### config.mk
export PLATFORM = sky130hd
export DESIGN_NAME = fetch_unit
export DESIGN_NICKNAME = d
export VERILOG_FILES = /design/src/rtl/cpu_pkg.sv /design/src/rtl/fetch_skid.sv /design/src/rtl/fetch_unit.sv
export SDC_FILE = /design/constraint.sdc
export NUM_CORES = 1
export LEC_CHECK = 0
export BUFFER_PORTS_ARGS = -buffer_cell sky130_fd_sc_hd__buf_2
export CAP_MARGIN = 20
export CELL_PAD_IN_SITES_DETAIL_PLACEMENT = 0
export CELL_PAD_IN_SITES_GLOBAL_PLACEMENT = 1
export CORE_MARGIN = 1.5
export CORE_UTILIZATION = 39
export DETAILED_ROUTE_END_ITERATION = 10
export PLACE_DENSITY = 0.86
export SYNTH_ARGS = -nofsm -noshare
export SYNTH_HDL_FRONTEND = slang
export SYNTH_SLANG_ARGS = --single-unit
### constraint.sdc
create_clock -name clock -period 3.5 [get_ports clock]
set_clock_uncertainty 0.15 [all_clocks]
set_input_delay 0.35 -clock clock [delete_from_list [all_inputs] [get_ports clock]]
set_output_delay 0.35 -clock clock [all_outputs]
set_load 0.03 [all_outputs]
### src/rtl/cpu_pkg.sv
// cpu_pkg: shared opcode and fetch-state types plus the default PC width
package cpu_pkg;
  localparam int DEF_PC_W = 10;
  typedef enum logic [4:0] {
    OP_LV = 5'd1, OP_ADD = 5'd2, OP_SUB = 5'd3, OP_AND = 5'd4, OP_OR = 5'd5,
    OP_CP = 5'd6, OP_B = 5'd7, OP_BEQ = 5'd8, OP_SLR = 5'd9, OP_GP = 5'd10,
    OP_HALT = 5'd31
  } opcode_e;
  typedef enum logic [2:0] {IDLE, RUN, STALL, REDIRECT, HALT} fetch_state_e;
  function automatic logic is_halt(input logic [31:0] w);
    return w[31:27] == OP_HALT;
  endfunction
endpackage

### src/rtl/fetch_skid.sv
// fetch_skid: one-entry holding register for the word that lands while decode is stalled
module fetch_skid import cpu_pkg::*; #(
  parameter int PC_W = DEF_PC_W
) (
  input  logic            clock,
  input  logic            reset,
  input  logic            load,
  input  logic            clear,
  input  logic            pop,
  input  logic [31:0]     din,
  input  logic [PC_W-1:0] pin,
  output logic [31:0]     data,
  output logic [PC_W-1:0] pc,
  output logic            valid
);
  always_ff @(posedge clock or posedge reset)
    if (reset) begin
      data <= '0;
      pc <= '0;
      valid <= 1'b0;
    end else if (clear) valid <= 1'b0;
    else if (load) begin
      data <= din;
      pc <= pin;
      valid <= 1'b1;
    end else if (pop) valid <= 1'b0;
endmodule

### src/rtl/fetch_unit.sv
// fetch_unit: one-word-per-cycle instruction fetch with stall skid, branch redirect and HALT
module fetch_unit import cpu_pkg::*; #(
  parameter int              PC_W     = DEF_PC_W,
  parameter logic [PC_W-1:0] RESET_PC = '0
) (
  input  logic            clock,
  input  logic            reset,
  input  logic            Stall,
  input  logic            BranchTaken,
  input  logic [PC_W-1:0] BranchTarget,
  input  logic [31:0]     ImemData,
  output logic [PC_W-1:0] ImemAddr,
  output logic            ImemRdEn,
  output logic [31:0]     Instruccion,
  output logic [PC_W-1:0] PcOut,
  output logic            InstrValid,
  output logic            Halted
);
  fetch_state_e state, state_n;
  logic [PC_W-1:0] pc, fpc, skid_pc;
  logic [31:0] skid_data;
  logic skid_valid, redirect, take_run, take_skid, skid_load, rd;
  fetch_skid #(.PC_W(PC_W)) u_skid (
    .clock(clock), .reset(reset), .load(skid_load), .clear(redirect), .pop(take_skid),
    .din(ImemData), .pin(fpc), .data(skid_data), .pc(skid_pc), .valid(skid_valid)
  );
  // fpc tracks the address of the word currently arriving on ImemData
  always_comb begin
    redirect = BranchTaken && state != IDLE;
    take_run = state == RUN && !Stall && !redirect;
    take_skid = state == STALL && !Stall && !redirect;
    skid_load = state == RUN && Stall && !redirect;
    rd = (state inside {IDLE, REDIRECT}) ||
         ((state inside {RUN, STALL}) && !Stall && !BranchTaken);
    state_n = state;
    if (redirect) state_n = REDIRECT;
    else if (take_run) state_n = is_halt(ImemData) ? HALT : RUN;
    else if (take_skid) state_n = is_halt(skid_data) ? HALT : RUN;
    else if (skid_load) state_n = STALL;
    else if (state inside {IDLE, REDIRECT}) state_n = RUN;
  end
  assign ImemAddr = pc;
  assign ImemRdEn = rd && !reset;
  assign Halted = state == HALT;
  always_ff @(posedge clock or posedge reset)
    if (reset) begin
      state <= IDLE;
      pc <= RESET_PC;
      fpc <= '0;
      Instruccion <= '0;
      PcOut <= '0;
      InstrValid <= 1'b0;
    end else begin
      state <= state_n;
      if (redirect) pc <= BranchTarget;
      else if (rd) begin
        pc <= pc + PC_W'(1);
        fpc <= pc;
      end
      if (redirect || (state == HALT && !Stall)) InstrValid <= 1'b0;
      else if (take_run) begin
        Instruccion <= ImemData;
        PcOut <= fpc;
        InstrValid <= 1'b1;
      end else if (take_skid) begin
        Instruccion <= skid_data;
        PcOut <= skid_pc;
        InstrValid <= skid_valid;
      end
    end
endmodule

==> implementation parameters, run 1 <==
Parameter                              Value

Yosys
  Syn Inst Count    414
  Cell taking the most area after synthesis    dfrtp_1
  Dominant register cell in the synthesized netlist    dfrtp_1
  Net count after synthesis    461
  Synth top area share    0.554
  Cell with the most instances after synthesis    dfrtp_1
  Share of the yosys chip area belonging to registers    0.554
  Mapped Avg Cell Area    11.9 um^2
  Total standard cell area after synthesis    0.00493 mm^2
  EDFF count, synth    0
  Most used standard cells in the synthesized netlist    dfrtp_1, nand2_1, mux2_2, mux2i_1, o21ai_1
  Post-synthesis register bit count    109
  Number of unique standard cell types used by synthesis    42
  Proportion of register bits with asynchronous set or reset after synthesis    1.00
  Synthesis warning total    0
  Top cells by area in the synthesized netlist    dfrtp_1, mux2_2, mux2i_1

Layout
  NumNets Final    551
  Synthesis-to-finish area growth    18.1%
  Final-layout fill cell count    1137
  Antenna fix cells    0
  Footprint of the multi-input gates    0.00202 mm^2
  Storage cell area    0.00273 mm^2
  Layout cells sized above 1    0.354

Clock tree
  Inserted Clock Buffers    9
  Number of levels the H-tree was split into    3
  CTS tree    yes
  Clock insertion delay at the later pin of the skew report    0.34 ns
  Postcts setup bufs    0
  Clock Tree Buf Depth    2
  Number of clock sinks    109
  Cell chosen for the clock root    clkbuf_16
  Clock input transition at the sequential cells of the worst setup and hold paths    0.07 ns

Worst setup path
  Category of the most critical setup path    flip-flop to flip-flop
  Critical path data arrival time    2.58 ns
  CP Max Fanout    46
  Data required time at the worst endpoint    3.55 ns
  CP Buf/Inv Count    1
  Endpoint class of the critical path    flip-flop
  Dominant delay contributor by cell family on the critical path    flip-flops
  Critical path's slowest cell    dfrtp_1
  Sequence of cells on the critical path    xor2_4 -> nand2_2 -> buf_4 -> nand2_1 -> o21ai_0
  Element type at the critical path start    flip-flop
  Slowest Stage Delay on Critical Path    0.67 ns

Job
  Max capacitance violation total    0

Floorplan
  Number of top-level design ports    101
  Initial standard-cell utilization of the core    0.405
  Area of the core region    0.0122 mm^2
  Die Outline Area    0.0133 mm^2
  Number of core rows    40
  Die Y-Extent    115 um
  Horizontal die dimension    115 um

Timing
  Max Fclk    396 MHz
  Setup TNS after final layout    0 ns
  Final Hold Violating Endpoints    0
  Max Transition Viols Final    0
  Setup violation total in the final timing report    0
  Min Tclk post-route    2.53 ns
  Rel. slew slack    0.358
  RSZ-0062 raised after global routing    false
  Pin slew with the least headroom to its limit    0.957 ns
  Ratio of final minimum period to clock period    0.722

Route
  Vias    3398
  Vias/cell    5.02
  Count of TritonRoute iterations in the first routing pass    4
  Total wire length    10.4 mm
  Per-cell routed wire length    15.4 um
  Post-DRT Antenna Nets    0
  Count of unresolved DRC violations after routing    0
  Number of DRC markers after the initial detailed-route iteration    200

Global routing
  Maximum number of pins on one net before global-route repair    56
  Number of global-route vias before repair    3589
  First-pass GRT wire length    17.1 mm
  Grt ovf    0
  Initial antenna violation count    0
  GRT Total Usage    0.164

Placement
  HPWL after detailed placement    7.30 mm
  Buffers added on ports    100
  Final weighted congestion in routability-driven placement    0.833

Run status
  Result of the run    finished, final reports clean

Pwr
  Leak    2.89 nW
  Maximum vdd drop    0.287 mV
  Power density over the cells    704 mW/mm^2
  Final Power    4.10 mW

Worst hold path
  Worst min-delay path class    primary input to flip-flop
[where the power goes]
part           total [mW]  internal (mW)  switching, mW
Clock               0.928          0.488          0.440
Sequential           1.89           1.64          0.245
Combinational        1.28          0.476          0.803
[worst min-delay path, cell delays in order]
cell     delay, ns
buf_2         0.07
nand2_1       0.03
o21ai_0       0.06
[repair_timing]
item,in CTS,in global routing
hold endpoints to repair,2,0
resized for setup,0,0
hold buffers,1,0
[per-layer routing]
layer	share of wire	GRT usage
met5	0	0
met2	0.50	0.278
met4	0.014	0.0642
met3	0.038	0.0227
met1	0.45	0.213
[placed cells by master, fill, tap and decap left out, types with 4 or more instances in the layout]
cell / instances
a21oi_1: 5
dfrtp_1: 109
o21ai_0: 15
inv_1: 5
nand2_1: 57
mux2_2: 52
buf_4: 4
nor3_1: 4
o21ai_1: 40
clkbuf_16: 9
nor2_1: 8
xnor2_1: 6
mux2i_1: 43
buf_2: 100
nand3_1: 5
[sequential cells by signal, indices dropped and copies added (netlist names)]
signal	cells
u_skid.data	32
InstrValid	1
PcOut	10
state	3
fpc	10
u_skid.pc	10
ImemAddr	10
u_skid.valid	1
Instruccion	32
[per-stage QoR]
stage / cells / utilization / cell area [um^2] / setup slack (ns) / hold WS (ns)
final: 677 / 0.478 / 5820 / 0.973 / 0.0670
after global routing: 677 / 0.478 / 5820 / 0.742 / 0.0733
after CTS: 677 / 0.478 / 5820 / 0.972 / 0.0588
after detailed placement: 660 / 0.455 / 5540 / 1.02 / 0.0997
after global placement: 660 / 0.455 / 5540 / 1.09 / 0.104
after floorplan: 414 / - / 4930 / 0.563 / 0.317
[worst paths after layout]
| check | slack (ns) | cells past startpoint | endpoint | from |
|---|---|---|---|---|
| min reg2reg | 0.33 | 2 | Instruccion[9] | Instruccion[9] |
| min in group asynchronous | 0.29 | 3 | u_skid.data[26] | reset |
| max reg2reg | 0.97 | 5 | PcOut[9] | state[1] |
| max in group asynchronous | 2.01 | 4 | Instruccion[31] | reset |
| min | 0.07 | 3 | ImemAddr[0] | BranchTarget[0] |
| max | 0.97 | 5 | PcOut[9] | state[1] |
[cells by family (layout without fill, tap and decap cells)]
family	after synthesis	in the layout	synth area share
DFF	109	109	0.554
buffers and inverters	33	128	0.0361
adders and majority gates	1	1	0.00254
and+or+nand+nor	86	86	0.0747
muxes	95	95	0.206
xor gates and xnor gates	7	7	0.0163
AOI/OAI and AO/OA	83	83	0.111
[area by class of cell]
class	count	share of cell area
sequential	109	0.469
timing repair buffer	106	0.0963
tap	168	0.0361
clock buffer	12	0.0406
multi-input combinational	272	0.348
clock inverter	4	0.00559
inverter	6	0.00452
No activity file was read; power rests on OpenSTA's default activity.
==> run 2: changes to the inputs <==
==> constraint.sdc (replaced) <==
create_clock -name clock -period 2.1 [get_ports clock]
set_clock_uncertainty 0.15 [all_clocks]
set_input_delay 0.21 -clock clock [delete_from_list [all_inputs] [get_ports clock]]
set_output_delay 0.21 -clock clock [all_outputs]
set_load 0.03 [all_outputs]
==> implementation parameters, run 2 (same netlist as run 1, synthesis figures left out) <==
Parameter                              Value

Layout
  Final standard cell utilization of the core    0.526 (was 0.478)
  Final-layout fill cell count    1065 (was 1137)
  Synthesis-to-finish area growth    29.8% (was 18.1%)
  NumNets Final    603 (was 551)
  Most frequent standard cell in the layout excluding fill and tap cells    dfrtp_1 (unchanged)
  Design area    0.00639 mm^2 (was 0.00582 mm^2)
  Antenna fix cells    0 (unchanged)
  Largest registers    Instruccion: 32 flops, u_skid.data: 32 flops (unchanged)
  Post-route non-filler standard cell count    729 (was 677)
  Footprint of the multi-input gates    0.00203 mm^2 (was 0.00202 mm^2)
  Layout cells sized above 1    0.340 (was 0.354)
  Storage cell area    0.00273 mm^2 (about the same)
  Top library cells by usage in the layout, fill and taps aside    dfrtp_1, buf_2, nand2_1, mux2_2 (was dfrtp_1, buf_2, nand2_1, mux2_2, mux2i_1)

Route
  Highest Signal Layer    met4 (unchanged)
  Count of unresolved DRC violations after routing    0 (unchanged)
  Number of DRC markers after the initial detailed-route iteration    189 (was 200)
  Wire length on met2    5.11 mm (was 5.15 mm)
  Vias    3591 (was 3398)
  Total wire length    10.3 mm (was 10.4 mm)
  Length of routed met3 wiring    339 um (was 393 um)
  Met1 layer wirelength in the final routing    4.64 mm (was 4.71 mm)
  Per-cell routed wire length    14.2 um (was 15.4 um)
  Count of TritonRoute iterations in the first routing pass    4 (unchanged)
  Post-DRT Antenna Nets    0 (unchanged)
  Vias/cell    4.93 (was 5.02)

Pwr
  Combinational share of power    0.321 (was 0.312)
  Internal power consumption    4.56 mW (was 2.61 mW)
  Leak    3.16 nW (was 2.89 nW)
  Net switching power    2.45 mW (was 1.49 mW)
  Clock network fraction of total power    0.234 (was 0.227)
  Register share of total power    0.445 (was 0.461)
  Power density over the cells    1100 mW/mm^2 (was 704 mW/mm^2)
  Net switching share of the total power    0.350 (was 0.363)
  Maximum vdd drop    0.443 mV (was 0.287 mV)

Floorplan
  Horizontal die dimension    115 um (unchanged)
  Die Outline Area    0.0133 mm^2 (unchanged)
  Area of the core region    0.0122 mm^2 (unchanged)
  Number of core rows    40 (unchanged)
  Initial standard-cell utilization of the core    0.405 (unchanged)
  Die Y-Extent    115 um (unchanged)
  Number of top-level design ports    101 (unchanged)

Placement
  Buffers added on ports    100 (unchanged)
  Cells after DPL    667 (was 660)
  Cell area reported after detailed placement    0.00564 mm^2 (was 0.00554 mm^2)
  Final weighted congestion in routability-driven placement    0.797 (was 0.833)
  Pre-CTS WS    0.143 ns (was 1.02 ns)
  HPWL after detailed placement    6.97 mm (was 7.30 mm)

Global routing
  Initial antenna violation count    0 (unchanged)
  Number of global-route vias before repair    3643 (was 3589)
  First-pass GRT wire length    17.3 mm (was 17.1 mm)
  Grt ovf    0 (unchanged)
  Maximum number of pins on one net before global-route repair    110 (was 56)
  GRT Total Usage    0.166 (was 0.164)

Clock tree
  CTS tree    yes (unchanged)
  Inserted Clock Buffers    9 (unchanged)
  Cell chosen for the clock root    clkbuf_16 (unchanged)
  Clock input transition at the sequential cells of the worst setup and hold paths    0.06 ns (was 0.07 ns)
  Number of clock sinks    109 (unchanged)
  Number of levels the H-tree was split into    3 (unchanged)
  Clock Tree Buf Depth    2 (unchanged)
  Clock insertion delay at the later pin of the skew report    0.34 ns (about the same)

Worst setup path
  Critical path data arrival time    1.61 ns (was 2.58 ns)
  Worst Setup EP    ImemRdEn (was PcOut[9])
  RR Endpoint    Instruccion[16] (was PcOut[9])
  Timing startpoint of the critical path    state[1] (unchanged)
  Category of the most critical setup path    flip-flop to primary output (was flip-flop to flip-flop)
  Data required time at the worst endpoint    1.74 ns (was 3.55 ns)
  Worst reg2reg path startpoint    state[1] (unchanged)
  Reg2reg setup slack    0.16 ns (was 0.97 ns)
  CP Max Fanout    6 (was 46)
  Number of cells on the worst reg-to-reg path    5 (unchanged)
  Endpoint class of the critical path    primary output (was flip-flop)
  Element type at the critical path start    flip-flop (unchanged)

Timing
  Ratio of final minimum period to clock period    0.936
  Pin slew with the least headroom to its limit    0.585 ns (was 0.957 ns)
  Rel. slew slack    0.610 (was 0.358)
  Final Hold Violating Endpoints    0 (unchanged)
  Max Transition Viols Final    0 (unchanged)
  Min Tclk post-route    1.97 ns
  Setup violation total in the final timing report    0 (unchanged)
  Final worst setup slack    0.135 ns (was 0.973 ns)
  Max Fclk    509 MHz
  RSZ-0062 raised after global routing    false (unchanged)
  Setup TNS after final layout    0 ns (unchanged)

Worst hold path
  Worst min-delay path class    primary input to flip-flop (unchanged)

Run status
  Result of the run    finished, final reports clean (unchanged)

Job
  Max capacitance violation total    0 (unchanged)
run 2: routing by layer:
| metal | track usage | up-vias |
|---|---|---|
| met4 | 0.0782 | 0 |
| met1 | 0.211 | 1737 |
| met5 | 0 | - |
| met3 | 0.0248 | 17 |
| met2 | 0.279 | 86 |
| li1 | - | 1751 |
run 2: cell type report:
type	count	area share
Sequential cell	109	0.427
Clock buffer	16	0.0456
Multi-Input combinational cell	272	0.318
Timing Repair Buffer	158	0.173
Tap cell	168	0.0329
Inverter	6	0.00411
run 2: worst min path at each step:
stage	from	endpoint	slack [ns]	depth (start not counted)
floorplan	BranchTarget[0]	ImemAddr[0]	0.18	2
global placement	BranchTarget[0]	ImemAddr[0]	0.27	3
detailed placement	BranchTarget[1]	ImemAddr[1]	0.28	3
CTS	BranchTaken	state[1]	0.07	2
global route	BranchTaken	state[1]	0.09	2
finish	BranchTaken	state[1]	0.08	2
run 2: critical path, stage by stage (launching register included):
cell,delay [ns]
dfrtp_1,0.49
xor2_4,0.23
a21oi_4,0.20
and2_1,0.15
buf_2,0.19
run 2: what timing repair did:
action	in CTS	in global routing
setup buffers	1	2
setup endpoints to repair	1	1
pin swaps	1	1
hold buffers	43	0
hold endpoints to repair	159	0
gates resized for setup	2	0
run 2: per-stage QoR:
step / power (mW) / hold slack, ns
finish: 7.00 / 0.0827
global route: 7.43 / 0.0944
CTS: 7.09 / 0.0699
detailed placement: 5.35 / 0.281
global placement: 5.25 / 0.269
floorplan: 4.66 / 0.177
run 2: power by group through the flow:
stage	logic [mW]	registers, mW	clock network (mW)
after floorplan	0.896	3.76	0
after global placement	2.13	3.12	0
after detailed placement	2.19	3.16	0
after CTS	2.27	3.12	1.70
after global routing	2.45	3.21	1.78
final	2.25	3.11	1.64
